[src/rtl/alu_pkg.sv]
// Shared definitions for the ALU execution unit: op classes, internal
// operation codes and the sequencer state encoding.
package alu_pkg;

  localparam logic [2:0] ALU_OP_LDSD  = 3'b000;
  localparam logic [2:0] ALU_OP_BEQ   = 3'b001;
  localparam logic [2:0] ALU_OP_RTYPE = 3'b010;
  localparam logic [2:0] ALU_OP_ITYPE = 3'b011;
  localparam logic [2:0] ALU_OP_MTYPE = 3'b110;

  typedef enum logic [3:0] {
    OP_AND = 4'b0000,
    OP_OR  = 4'b0001,
    OP_ADD = 4'b0010,
    OP_SLL = 4'b0011,
    OP_SRL = 4'b0100,
    OP_SUB = 4'b0110,
    OP_SLT = 4'b0111,
    OP_MUL = 4'b1010
  } alu_opc_e;

  typedef enum logic [1:0] {
    ST_IDLE  = 2'b00,
    ST_SHIFT = 2'b01,
    ST_MUL   = 2'b10,
    ST_DONE  = 2'b11
  } alu_state_e;

endpackage

[src/rtl/alu_op_decode.sv]
// Combinational decode of op class plus {funct7[5], funct3} into an
// internal operation code; anything unrecognised falls back to AND.
module alu_op_decode
  import alu_pkg::*;
(
  input  logic [2:0] alu_op,
  input  logic [3:0] func_alu,
  output alu_opc_e   opc
);

  always_comb begin
    opc = OP_AND;
    case (alu_op)
      ALU_OP_LDSD: opc = OP_ADD;
      ALU_OP_BEQ:  opc = OP_SUB;
      ALU_OP_RTYPE: begin
        case (func_alu)
          4'b0000: opc = OP_ADD;
          4'b1000: opc = OP_SUB;
          4'b0111: opc = OP_AND;
          4'b0110: opc = OP_OR;
          4'b0010: opc = OP_SLT;
          4'b0001: opc = OP_SLL;
          4'b0101: opc = OP_SRL;
          default: opc = OP_AND;
        endcase
      end
      ALU_OP_ITYPE: begin
        case (func_alu[2:0])
          3'b000:  opc = OP_ADD;
          3'b010:  opc = OP_SLT;
          default: opc = OP_AND;
        endcase
      end
      ALU_OP_MTYPE: opc = OP_MUL;
      default:      opc = OP_AND;
    endcase
  end

endmodule

[src/rtl/alu_exec_unit.sv]
// Multi-cycle ALU: single-cycle logic/arith, bit-serial shifts and
// shift-add multiply sequenced by a small FSM with a down-counter.
//
// state    | meaning
// ST_IDLE  | waiting for start, result/zero hold
// ST_SHIFT | one shift step per cycle until counter terminal
// ST_MUL   | one multiplier bit per cycle until counter terminal
// ST_DONE  | result valid for one cycle; start may be accepted
module alu_exec_unit
  import alu_pkg::*;
#(
  parameter int XLEN   = 32,
  parameter bit MUL_EN = 1'b1
) (
  input  logic            clk,
  input  logic            rst_n,
  input  logic            start,
  input  logic [2:0]      alu_op,
  input  logic [3:0]      func_alu,
  input  logic [XLEN-1:0] a,
  input  logic [XLEN-1:0] b,
  output logic [XLEN-1:0] result,
  output logic            zero,
  output logic            busy,
  output logic            done
);

  localparam int SW = $clog2(XLEN);
  localparam int CW = SW + 1;

  alu_state_e      state_q, state_d;
  alu_opc_e        opc_q, opc_d, opc_in;
  logic [XLEN-1:0] opa_q, opa_d;
  logic [XLEN-1:0] opb_q, opb_d;
  logic [XLEN-1:0] acc_q, acc_d;
  logic [CW-1:0]   cnt_q, cnt_d;
  logic [XLEN-1:0] res_d;
  logic            res_ld;
  logic [XLEN-1:0] shifted;
  logic [XLEN-1:0] mul_sum;
  logic [SW-1:0]   shamt_in;

  alu_op_decode u_decode (
    .alu_op   (alu_op),
    .func_alu (func_alu),
    .opc      (opc_in)
  );

  assign shamt_in = b[SW-1:0];

  function automatic logic [XLEN-1:0] calc(alu_opc_e op, logic [XLEN-1:0] x,
                                           logic [XLEN-1:0] y);
    case (op)
      OP_ADD:  return x + y;
      OP_SUB:  return x - y;
      OP_OR:   return x | y;
      OP_SLT:  return {{(XLEN-1){1'b0}}, ($signed(x) < $signed(y))};
      default: return x & y;
    endcase
  endfunction

  always_comb begin
    state_d = state_q;
    opc_d   = opc_q;
    opa_d   = opa_q;
    opb_d   = opb_q;
    acc_d   = acc_q;
    cnt_d   = cnt_q;
    res_d   = result;
    res_ld  = 1'b0;
    shifted = (opc_q == OP_SRL) ? (opa_q >> 1) : (opa_q << 1);
    mul_sum = acc_q + (opb_q[0] ? opa_q : '0);

    case (state_q)
      ST_IDLE, ST_DONE: begin
        state_d = ST_IDLE;
        if (start) begin
          opc_d = opc_in;
          case (opc_in)
            OP_SLL, OP_SRL: begin
              if (shamt_in == '0) begin
                state_d = ST_DONE;
                res_d   = a;
                res_ld  = 1'b1;
              end else begin
                state_d = ST_SHIFT;
                opa_d   = a;
                cnt_d   = CW'(shamt_in);
              end
            end
            OP_MUL: begin
              if (MUL_EN) begin
                state_d = ST_MUL;
                acc_d   = '0;
                opa_d   = a;
                opb_d   = b;
                cnt_d   = CW'(XLEN);
              end else begin
                state_d = ST_DONE;
                res_d   = '0;
                res_ld  = 1'b1;
              end
            end
            default: begin
              state_d = ST_DONE;
              res_d   = calc(opc_in, a, b);
              res_ld  = 1'b1;
            end
          endcase
        end
      end
      ST_SHIFT: begin
        opa_d = shifted;
        cnt_d = cnt_q - CW'(1);
        if (cnt_q == CW'(1)) begin
          state_d = ST_DONE;
          res_d   = shifted;
          res_ld  = 1'b1;
        end
      end
      ST_MUL: begin
        acc_d = mul_sum;
        opa_d = opa_q << 1;
        opb_d = opb_q >> 1;
        cnt_d = cnt_q - CW'(1);
        if (cnt_q == CW'(1)) begin
          state_d = ST_DONE;
          res_d   = mul_sum;
          res_ld  = 1'b1;
        end
      end
      default: state_d = ST_IDLE;
    endcase
  end

  always_ff @(posedge clk or negedge rst_n) begin
    if (!rst_n) begin
      state_q <= ST_IDLE;
      opc_q   <= OP_AND;
      opa_q   <= '0;
      opb_q   <= '0;
      acc_q   <= '0;
      cnt_q   <= '0;
      result  <= '0;
      zero    <= 1'b1;
    end else begin
      state_q <= state_d;
      opc_q   <= opc_d;
      opa_q   <= opa_d;
      opb_q   <= opb_d;
      acc_q   <= acc_d;
      cnt_q   <= cnt_d;
      if (res_ld) begin
        result <= res_d;
        zero   <= (res_d == '0);
      end
    end
  end

  assign busy = (state_q == ST_SHIFT) || (state_q == ST_MUL);
  assign done = (state_q == ST_DONE);

endmodule

[config.mk]
export PLATFORM = sky130hd
export DESIGN_NAME = alu_exec_unit
export DESIGN_NICKNAME = d
export VERILOG_FILES = /design/src/rtl/alu_pkg.sv /design/src/rtl/alu_op_decode.sv /design/src/rtl/alu_exec_unit.sv
export SDC_FILE = /design/constraint.sdc
export NUM_CORES = 1
export LEC_CHECK = 0
export ABC_AREA = 1
export CORE_MARGIN = 8
export CORE_UTILIZATION = 30
export DETAILED_ROUTE_END_ITERATION = 8
export PLACE_DENSITY = 0.5
export SYNTH_ARGS = -nofsm -noshare
export SYNTH_HDL_FRONTEND = slang
export SYNTH_SLANG_ARGS = --single-unit
[constraint.sdc]
create_clock -name clk -period 7 [get_ports clk]
set_input_delay 1.05 -clock clk [delete_from_list [all_inputs] [get_ports clk]]
set_output_delay 1.05 -clock clk [all_outputs]
set_load 0.005 [all_outputs]
==> Word-level counts from Yosys, hierarchy flattened <==
Cells that the tools add are included.
{ "word_totals": {"reg_bits": 141, "out_inout_bits": 35, "word_cells": 92, "in_bits": 74} }
{ "op_classes": {"n_reduce_logical": 14, "magnitude_cmp": 1, "bitwise": 2, "mux": 36, "add_sub_neg": 4, "n_eq_ne": 27} }
{ "ops": {"columns": ["operator", "n"], "rows": [
  ["two-way mux 32 bit", 12],
  ["one-hot mux 32 bit (2 select lines)", 4],
  ["one-hot mux 32 bit (3 select lines)", 2],
  ["one-hot mux 32 bit (4 select lines)", 1],
  ["adder 32 bit", 2],
  ["AND 32 bit", 1],
  ["zero test 32 bit", 1],
  ["less-than comparator 32 bit", 1],
  ["OR 32 bit", 1],
  ["subtractor 32 bit", 1],
  ["== test 4 x 3 -> 1 bit (second input constant)", 6],
  ["one-hot mux 6 bit (2 select lines)", 2],
  ["one-hot mux 4 bit (5 select lines)", 1],
  ["one-hot mux 3 bit (6 select lines)", 1],
  ["== test 4 x 2 -> 1 bit (second input constant)", 3],
  ["two-way mux 6 bit", 2],
  ["== test 3 x 2 -> 1 bit (second input constant)", 3],
  ["== test 4 x 1 -> 1 bit (second input constant)", 2],
  ["== test 4 bit (second input constant)", 2],
  ["one-hot mux 2 bit (2 select lines)", 2],
  ["== test 6 x 1 -> 1 bit (second input constant)", 1],
  ["zero test 3 bit", 2],
  ["two-way mux 2 bit", 3],
  ["one-hot mux 3 bit (2 select lines)", 1],
  ["other kinds (19)", 27]
]} }

==> Logic depth before layout (Yosys ltp) <==
{ "depth": {"word_depth": 9, "depth_mapped": 26} }

==> By module <==
From an unflattened synthesis, not the netlist that was laid out.
{ "hier_totals": {"hier_cells": 3052, "hier_area_um2": 17603.1} }
{ "modules_own_cells": {"columns": ["mod", "n_inst", "area_per_inst_um2", "cells_per_inst"], "rows": [
  ["alu_exec_unit", 1, 17440.5, 3018],
  ["alu_op_decode", 1, 162.7, 34]
]} }

==> Worst setup path after synthesis <==
No wires, ideal clock.
{ "synth_path": {"kind": "in2reg", "from": "input port a[0]", "to": "register zero", "slack_ns": 3.858, "stages": 23, "t_arrival_ns": 3.081, "cell_sequence": "inv_1 -> ha_1 -> inv_1 -> fa_1 -> nand2_1 -> nand2_1 -> nand3_1 -> nand2_1 -> nand2_1 -> nand3_1 -> nand2_1 -> nand3_1 -> nand3_1 -> nand3_1 -> nand2_1 -> nand2_1 -> nand2_1 -> nand3_1 -> nor2_1 -> nand2_1 -> nor2_1 -> nand4_1 -> nand2_1"} }
{ "synth_between": {"elab_chain_len": 6} }
{ "synth_lines": {"columns": ["element", "line_no", "rtl"], "rows": [
  ["start, declared", "alu_exec_unit.sv:20", "input logic [XLEN-1:0] a,"],
  ["subtractor 32 bit, or another cell as far along", "alu_exec_unit.sv:55", "OP_SUB: return x - y;"],
  ["one-hot mux 32 bit (4 select lines)", "alu_exec_unit.sv:53", "case (op)"],
  ["one-hot mux 32 bit (2 select lines) (*)", "alu_exec_unit.sv:79", "case (opc_in)"],
  ["two-way mux 32 bit (*)", "alu_exec_unit.sv:77", "if (start) begin"],
  ["one-hot mux 32 bit (3 select lines) (*)", "alu_exec_unit.sv:74", "case (state_q)"],
  ["zero test 32 bit (*)", "alu_exec_unit.sv:155", "zero <= (res_d == '0);"],
  ["end signal, assigned", "alu_exec_unit.sv:155", null],
  ["end, declared", "alu_exec_unit.sv:23", "output logic zero,"]
]} }
Every way passes the cells marked *; elsewhere a longest branch is shown, timed or not.
A chain may end at the register's enable or synchronous reset.

==> Worst setup path in the final report <==
{ "layout_path": {"from": "input port alu_op[2]", "to": "register zero"} }
{ "layout_between": {"elab_chain_len": 8} }
{ "layout_lines": {"columns": ["element", "line_no", "rtl"], "rows": [
  ["start, declared", "alu_exec_unit.sv:18", "input logic [2:0] alu_op,"],
  ["== test 3 bit, or another cell as far along", "alu_op_decode.sv:13", "case (alu_op)"],
  ["one-hot mux 4 bit (5 select lines) (*)", "alu_op_decode.sv:13", null],
  ["== test 4 x 3 -> 1 bit, or another cell as far along", "alu_exec_unit.sv:53", null],
  ["one-hot mux 32 bit (4 select lines) or OR reduction 2 bit (tied branches)", "alu_exec_unit.sv:53, alu_exec_unit.sv:79", null],
  ["one-hot mux 32 bit (2 select lines)", "alu_exec_unit.sv:79", null],
  ["two-way mux 32 bit", "alu_exec_unit.sv:77", null],
  ["one-hot mux 32 bit (3 select lines)", "alu_exec_unit.sv:74", null],
  ["zero test 32 bit", "alu_exec_unit.sv:155", null]
]} }
Marks and branches as above.

==> results.toml <==
[outcome]
status = "completed"

[clock_tree]
cts_htree_levels = 4
cts_setup_buffers = 0
cts_sinks = 141
clk_pin_slew_worst_paths_ns = 0.07
postCtsHoldBufs = 0
ctsResizeCount = 0
cts_tree = "built"
clock_latency_ns = 0.51
cts_buffers = 17
clockBufferDepth = 2
cts-root-buf = "clkbuf_16"

[power_and_ir_drop]
power_leakage_nw = 10.6
peakVddDrop_v = 0.000205
power_density_nw_per_um2 = 127
finalPower_mw = 2.54

[route]
postRouteAntennaNets = 0
met2RoutedLength_um = 32600
m1WireLength_um = 34500
drt-initial-drc-count = 1552
vias_per_cell = 4.97
drc_errors = 0
drt_pass1_iterations = 6
wl_per_cell_um = 18.3
wl_um = 72200
via_count = 19600
routed-wl-met3_um = 3130
highest_layer = "met4"

[global_route]
antenna_found_initial = 0
grt_max_degree = 81
grt_usage_pct = 21.4
grt_pass1_vias = 19000
grt_pass1_wl_um = 112000
overflow = 0

[yosys]
synthDistinctLibCells = 41
async_flop_share_pct = 100
yosys.area_share.adder_pct = 9.65
synth_top_family_by_area = "simple AND/OR/NAND/NOR gates"
synth_edf_count = 0
yosysWarnings = 0
synth-simple-area-share_pct = 40.0
synth_seq_cells = 141
synthCells = 3144
ys_seq_area_share_pct = 19.9
synth_compound_area_share_pct = 16.2
syn-cell-area_sq_um = 17700
synth_mux_area_share_pct = 0
synth-xor-area-share_pct = 1.24
synth_flop_cell = "dfrtp_1"
postSynthAreaPerCell_sq_um = 5.64
postSynthNetCount = 3353

[finish]
antenna_cells = 0
layout-drive-gt1-share_pct = 2.94
area_growth_syn_to_layout_pct = 13.3
stdcell_count = 3938
final_util_pct = 34.2
fin_nets = 3361

[floorplan]
start_util_pct = 30.2
die_x_um = 259
placementRows = 89
die_area_sq_um = 67100
core-area_sq_um = 58700
fp.dieH_um = 259
boundaryPins = 109

[placed_design]
port_buffers = 108
place_inst = 3906
dpl.hpwl_um = 56600
gp_congestion = 0.943

[worst_setup_path]
crit_chain = "clkdlybuf4s50_1 -> inv_2 -> nor2_2 -> buf_4 -> inv_2 -> nand4_1 -> nand2_2 -> inv_2 -> a21oi_1 -> nand2_1 -> nand2_1 -> a21oi_1 -> nand2_1 -> nor2_1 -> nand2_1 -> nor2_1 -> nand4_1 -> nand2_1"
critPathMaxFanout = 34
cp_num_buf_inv = 5
critPathLaunch = "alu_op[2]"
cp.arrival_ns = 5.17
cp.required_ns = 7.44
critPathSlowestCell = "inv_2"
rr_startpoint = "state_q[0]"
path_delay_family = "simple AND/OR/NAND/NOR gates"
cp-start-kind = "input port"
max_stage_delay_ns = 0.67
worstSetupPathType = "in -> reg"
end_kind = "flop"
crit_path_frequent_cell = "nand2_1"

[timing]
rsz0062_at_grt = "false"
timing.final.crit_share_pct = 67.5
clock.fmax_mhz = 211
fin_tns_setup_ns = 0
final-hold-violation-count = 0
maxSlewViolCount = 0
worst_pin_slew_ns = 1.02
period_minus_slack_ns = 4.73
relSlewSlack_pct = 31.6
fin_skew_ns = 0.0158
timing.hold.ws_ns = 0.494
finalSetupViolCount = 0

[hold_path]
min-delay-start = "opc_q[0]"
hp-class = "reg -> reg"

[run]
drv_cap = 0
## per-stage QoR
stage / worst slack [ns] / area (sq um)
after floorplan: 3.86 / 17700
after global placement: 1.82 / 19400
after detailed placement: 1.81 / 19400
after CTS: 2.36 / 20100
after global routing: 2.06 / 20100
final: 2.27 / 20100
## worst paths after layout
kind	to	slack, ns	cells past startpoint
worst max-delay path	zero	2.27	18
worst max register to register	opa_q[9]	3.20	10
max in group asynchronous	opb_q[29]	4.96	2
worst min-delay path	opc_q[0]	0.49	2
min in group asynchronous	cnt_q[5]	0.64	1
worst min register to register	opc_q[0]	0.49	2
## registers in the layout, indices dropped and copies added (netlist names)
| signal | flops |
|---|---|
| opc_q | 4 |
| acc_q | 32 |
| cnt_q | 6 |
| result | 32 |
| state_q | 2 |
| opb_q | 32 |
| opa_q | 32 |
| zero | 1 |
## cells in the final DEF, fill, tap and decap left out, types with 44 or more instances in the layout
cell type,netlist,final
nand2_1,1076,1074
inv_1,461,461
nor2_1,277,274
nand3_1,249,247
o21ai_0,223,222
a21oi_1,141,141
dfrtp_1,140,140
ha_1,132,131
clkdlybuf4s50_1,0,107
nand4_1,44,44
## Yosys cell counts (6+ instances only)
cell type,instances,area (sq um)
nand2_1,1076,4040
inv_1,461,1730
nor2_1,277,1040
nand3_1,249,1250
o21ai_0,223,1120
a21oi_1,141,706
dfrtp_1,140,3500
ha_1,132,1650
clkbuf_1,110,413
nand4_1,44,275
a22oi_1,39,293
a31oi_1,34,213
nor3_1,28,140
o221ai_1,26,228
and2_1,23,144
or2_2,20,125
xor2_1,20,175
buf_2,19,95.1
o211ai_1,13,97.6
buf_1,9,33.8
o21bai_1,9,67.6
inv_2,6,22.5
## worst min-delay path, cell delays in order, from the launching register on
cell and delay [ns]:
dfrtp_1 0.34, nand2_1 0.05, o21ai_0 0.06
## layout make-up
type                       instances  area [sq um]
fill                            6640         38600
inverter                         469          1760
clock buffer                      20           447
tap                              773           967
multi-input combinational       2394         11900
timing repair buffer             129          1250
clock inverter                    12           186
sequential                       141          3530
## routing by layer
metal,GRT usage (%),up-vias
met5,0,-
met1,29.8,8985
met2,34.2,470
met4,7.00,0
li1,-,10000
met3,2.16,77
## logic make-up after synthesis
group,Yosys count
AOI/OAI and AO/OA,506
adders and majority gates,135
DFF,141
and+or+nand+nor,1728
xor gates and xnor gates,25
buffers and inverters,609
## where the power goes
| group | switching [mW] | total, mW | internal (mW) |
|---|---|---|---|
| combinational | 0.469 | 0.683 | 0.215 |
| sequential | 0.00332 | 0.820 | 0.816 |
| clock | 0.433 | 1.04 | 0.608 |
Note: power is estimated with default switching activity, not from simulation.
==> patch (same settings) <==
Reset style: synchronous (`rst_n`), changed in one clocked block.
--- a/src/rtl/alu_exec_unit.sv
+++ b/src/rtl/alu_exec_unit.sv
@@ -135,3 +135,3 @@
 
-  always_ff @(posedge clk or negedge rst_n) begin
+  always_ff @(posedge clk) begin
     if (!rst_n) begin
Check against the original RTL: differs if rst_n is asserted again (counterexample within 4 cycles, from zero or initial values and one cycle with rst_n low); with rst_n held inactive, the same outputs for 4 cycles.
==> patch against the unedited design <==
  * Utilization about the same
  * Final area fell by 1.8%
  * Setup slack better by 220 ps
  * Sequential cell count did not move
  * Count of clock-buffer cells in the layout increased by 3
  * Hold slack got worse by 27 ps
  * Global-route usage up 0.27 points
  * Routed wire length increased by 1.9%
  * Area after synthesis fell by 1.2%
  * Sequential share of layout area is 3.3 points lower
  * Synthesized cell count up 3.0%
Power is not compared: it rests on default switching activity, and its combinational part moved more than twofold at a synthesized area within 25%.
==> patch: results (changes against the unedited design) <==
| Group | Item | Reported | vs unedited |
| --- | --- | --- | --- |
| outcome | Result of the run | completed |  |
| logic synthesis | Most instantiated cells after synthesis | nand2_1, inv_1, nor2_1 |  |
| setup path | Capture point of the worst reg-to-reg path | opb_q[25]$_SDFFE_PN0P_ |  |
| global route | Wire length of the first global-routing pass | 113,000 um | +0.86% |
| setup path | Worst-path fanout max | 53 | +56% |
| final layout | Net count of the finished layout | 3,447 | +2.6% |
| setup path | Crit-path leading delay family | buffers and inverters |  |
| placement | Final RePlAce weighted congestion | 0.962 | +2.0% |
| timing | Measured slew at the worst slew-check pin | 1080 ps | +55.2 ps |
| worst hold path | Worst hold start | opb_q[31]$_SDFFE_PN0P_ |  |
| setup path | Slack of the worst reg-to-reg path | 3140 ps | -60 ps |
| final layout | Ratio of cells with drive above 1 in the final layout | 0.0274 | -0.00199 |
| timing | Total negative slack for setup checks | 0 ps | unchanged |
| setup path | Largest stage delay, worst path | 700 ps | +30 ps |
| global route | Largest net degree at the start of global routing | 73 | -9.9% |
| setup path | Launching point of the worst reg2reg path | state_q[0]$_SDFFE_PN0P_ |  |
| setup path | Critical path capture point | result[22]$_SDFFE_PN0P_ |  |
| placement | Pre-CTS worst setup slack | 2010 ps | +197 ps |
| power and ir drop | Leakage power summed over all cells | 10.2 nW |  |
| worst hold path | Hold Path Stages | 2 | unchanged |
| timing | Final critical-path setup slack | 2490 ps | +216 ps |
| timing | Setup skew after layout | 17.0 ps | +1.11 ps |
| placement | Half-perimeter wire length after placement | 58,100 um | +2.7% |
| setup path | Arrival time worst endpoint | 4930 ps | -240 ps |
| routing | Average detailed-routed wire length per instance | 18.3 um | about the same |
| logic synthesis | Largest cells by area after synthesis | nand2_1, dfxtp_1, inv_1, ha_1, nand3_1 |  |
| global route | Antenna violations before repair | 0 | unchanged |
| clocking | Clock latency on the worst-skew pair | 490 ps | -20 ps |
| routing | Detailed-routing iteration count for the pre-antenna-repair pass | 5 | -1 |
| logic synthesis | Share of flip-flops with an asynchronous set or reset | 0 | -1.00 |
| global route | Via count of the first global-routing pass | 19.1k | +0.60% |
| logic synthesis | Post-synthesis cell type count | 40 | -2.4% |
| routing | Number of DRC violations after detailed-routing iteration 0 | 1,667 | +7.4% |
| logic synthesis | Most common flop cell mapped by yosys | dfxtp_1 |  |
| global route | Global routing usage summed across all routing layers | 0.216 | +0.00268 |
| worst hold path | Worst min-delay path endpoint | opb_q[31]$_SDFFE_PN0P_ |  |
| final layout | Filler cells | 6,696 | +0.84% |
| routing | Count of vias placed by the detailed router | 20.2k | +3.2% |
| logic synthesis | Sequential fraction of the synthesis area | 0.161 | -0.0379 |
## patch: final cells by class
class | count | area (um^2) | area share
multi-input combinational | 2438 | 12200 | 0.619
sequential | 141 | 2820 | 0.143
inverter | 510 | 1910 | 0.0970
timing repair buffer | 130 | 1240 | 0.0630
tap | 765 | 957 | 0.0485
clock buffer | 23 | 468 | 0.0237
clock inverter | 7 | 114 | 0.00577
## patch: layer usage
layer / routed length (um) / part of all wire / GRT usage / up-vias
met5: 0 / 0 / 0 / -
met3: 3630 / 0.049 / 0.0275 / 92
met4: 2070 / 0.028 / 0.0644 / 0
met2: 33500 / 0.46 / 0.356 / 544
met1: 34300 / 0.47 / 0.293 / 9242
li1: - / - / - / 10300
## patch: logic make-up after synthesis
family          Yosys count  share of synthesized area
flops                   141                      0.161
xor+xnor                 28                     0.0140
simple gates           1650                      0.380
fa+ha+maj               135                     0.0977
compound gates          625                      0.203
buf+inv                 658                      0.143
## patch: where the power goes
group          internal [mW]  total [mW]  switching [mW]
clock                  0.573       0.973           0.399
sequential             0.969        1.18           0.210
combinational          0.696        2.12            1.42
## patch: per-stage QoR
stage               area (um^2)  utilization  power [mW]  instances  hold slack, ps
floorplan                 17500            -        2.53       3237             441
global placement          19100        0.332        3.29       3984             459
detailed placement        19100        0.332        3.29       3984             458
CTS                       19700        0.342        4.28       4014             467
global route              19700        0.342        4.61       4014             484
finish                    19700        0.342        4.27       4014             467
## patch: worst reg2reg max path: cells and delay by family, from the launching register on
family | cells | cell delay (ps)
buf+inv | 4 | 1510
simple gates | 3 | 890
fa+ha+maj | 1 | 510
compound gates | 2 | 480
flops | 1 | 370
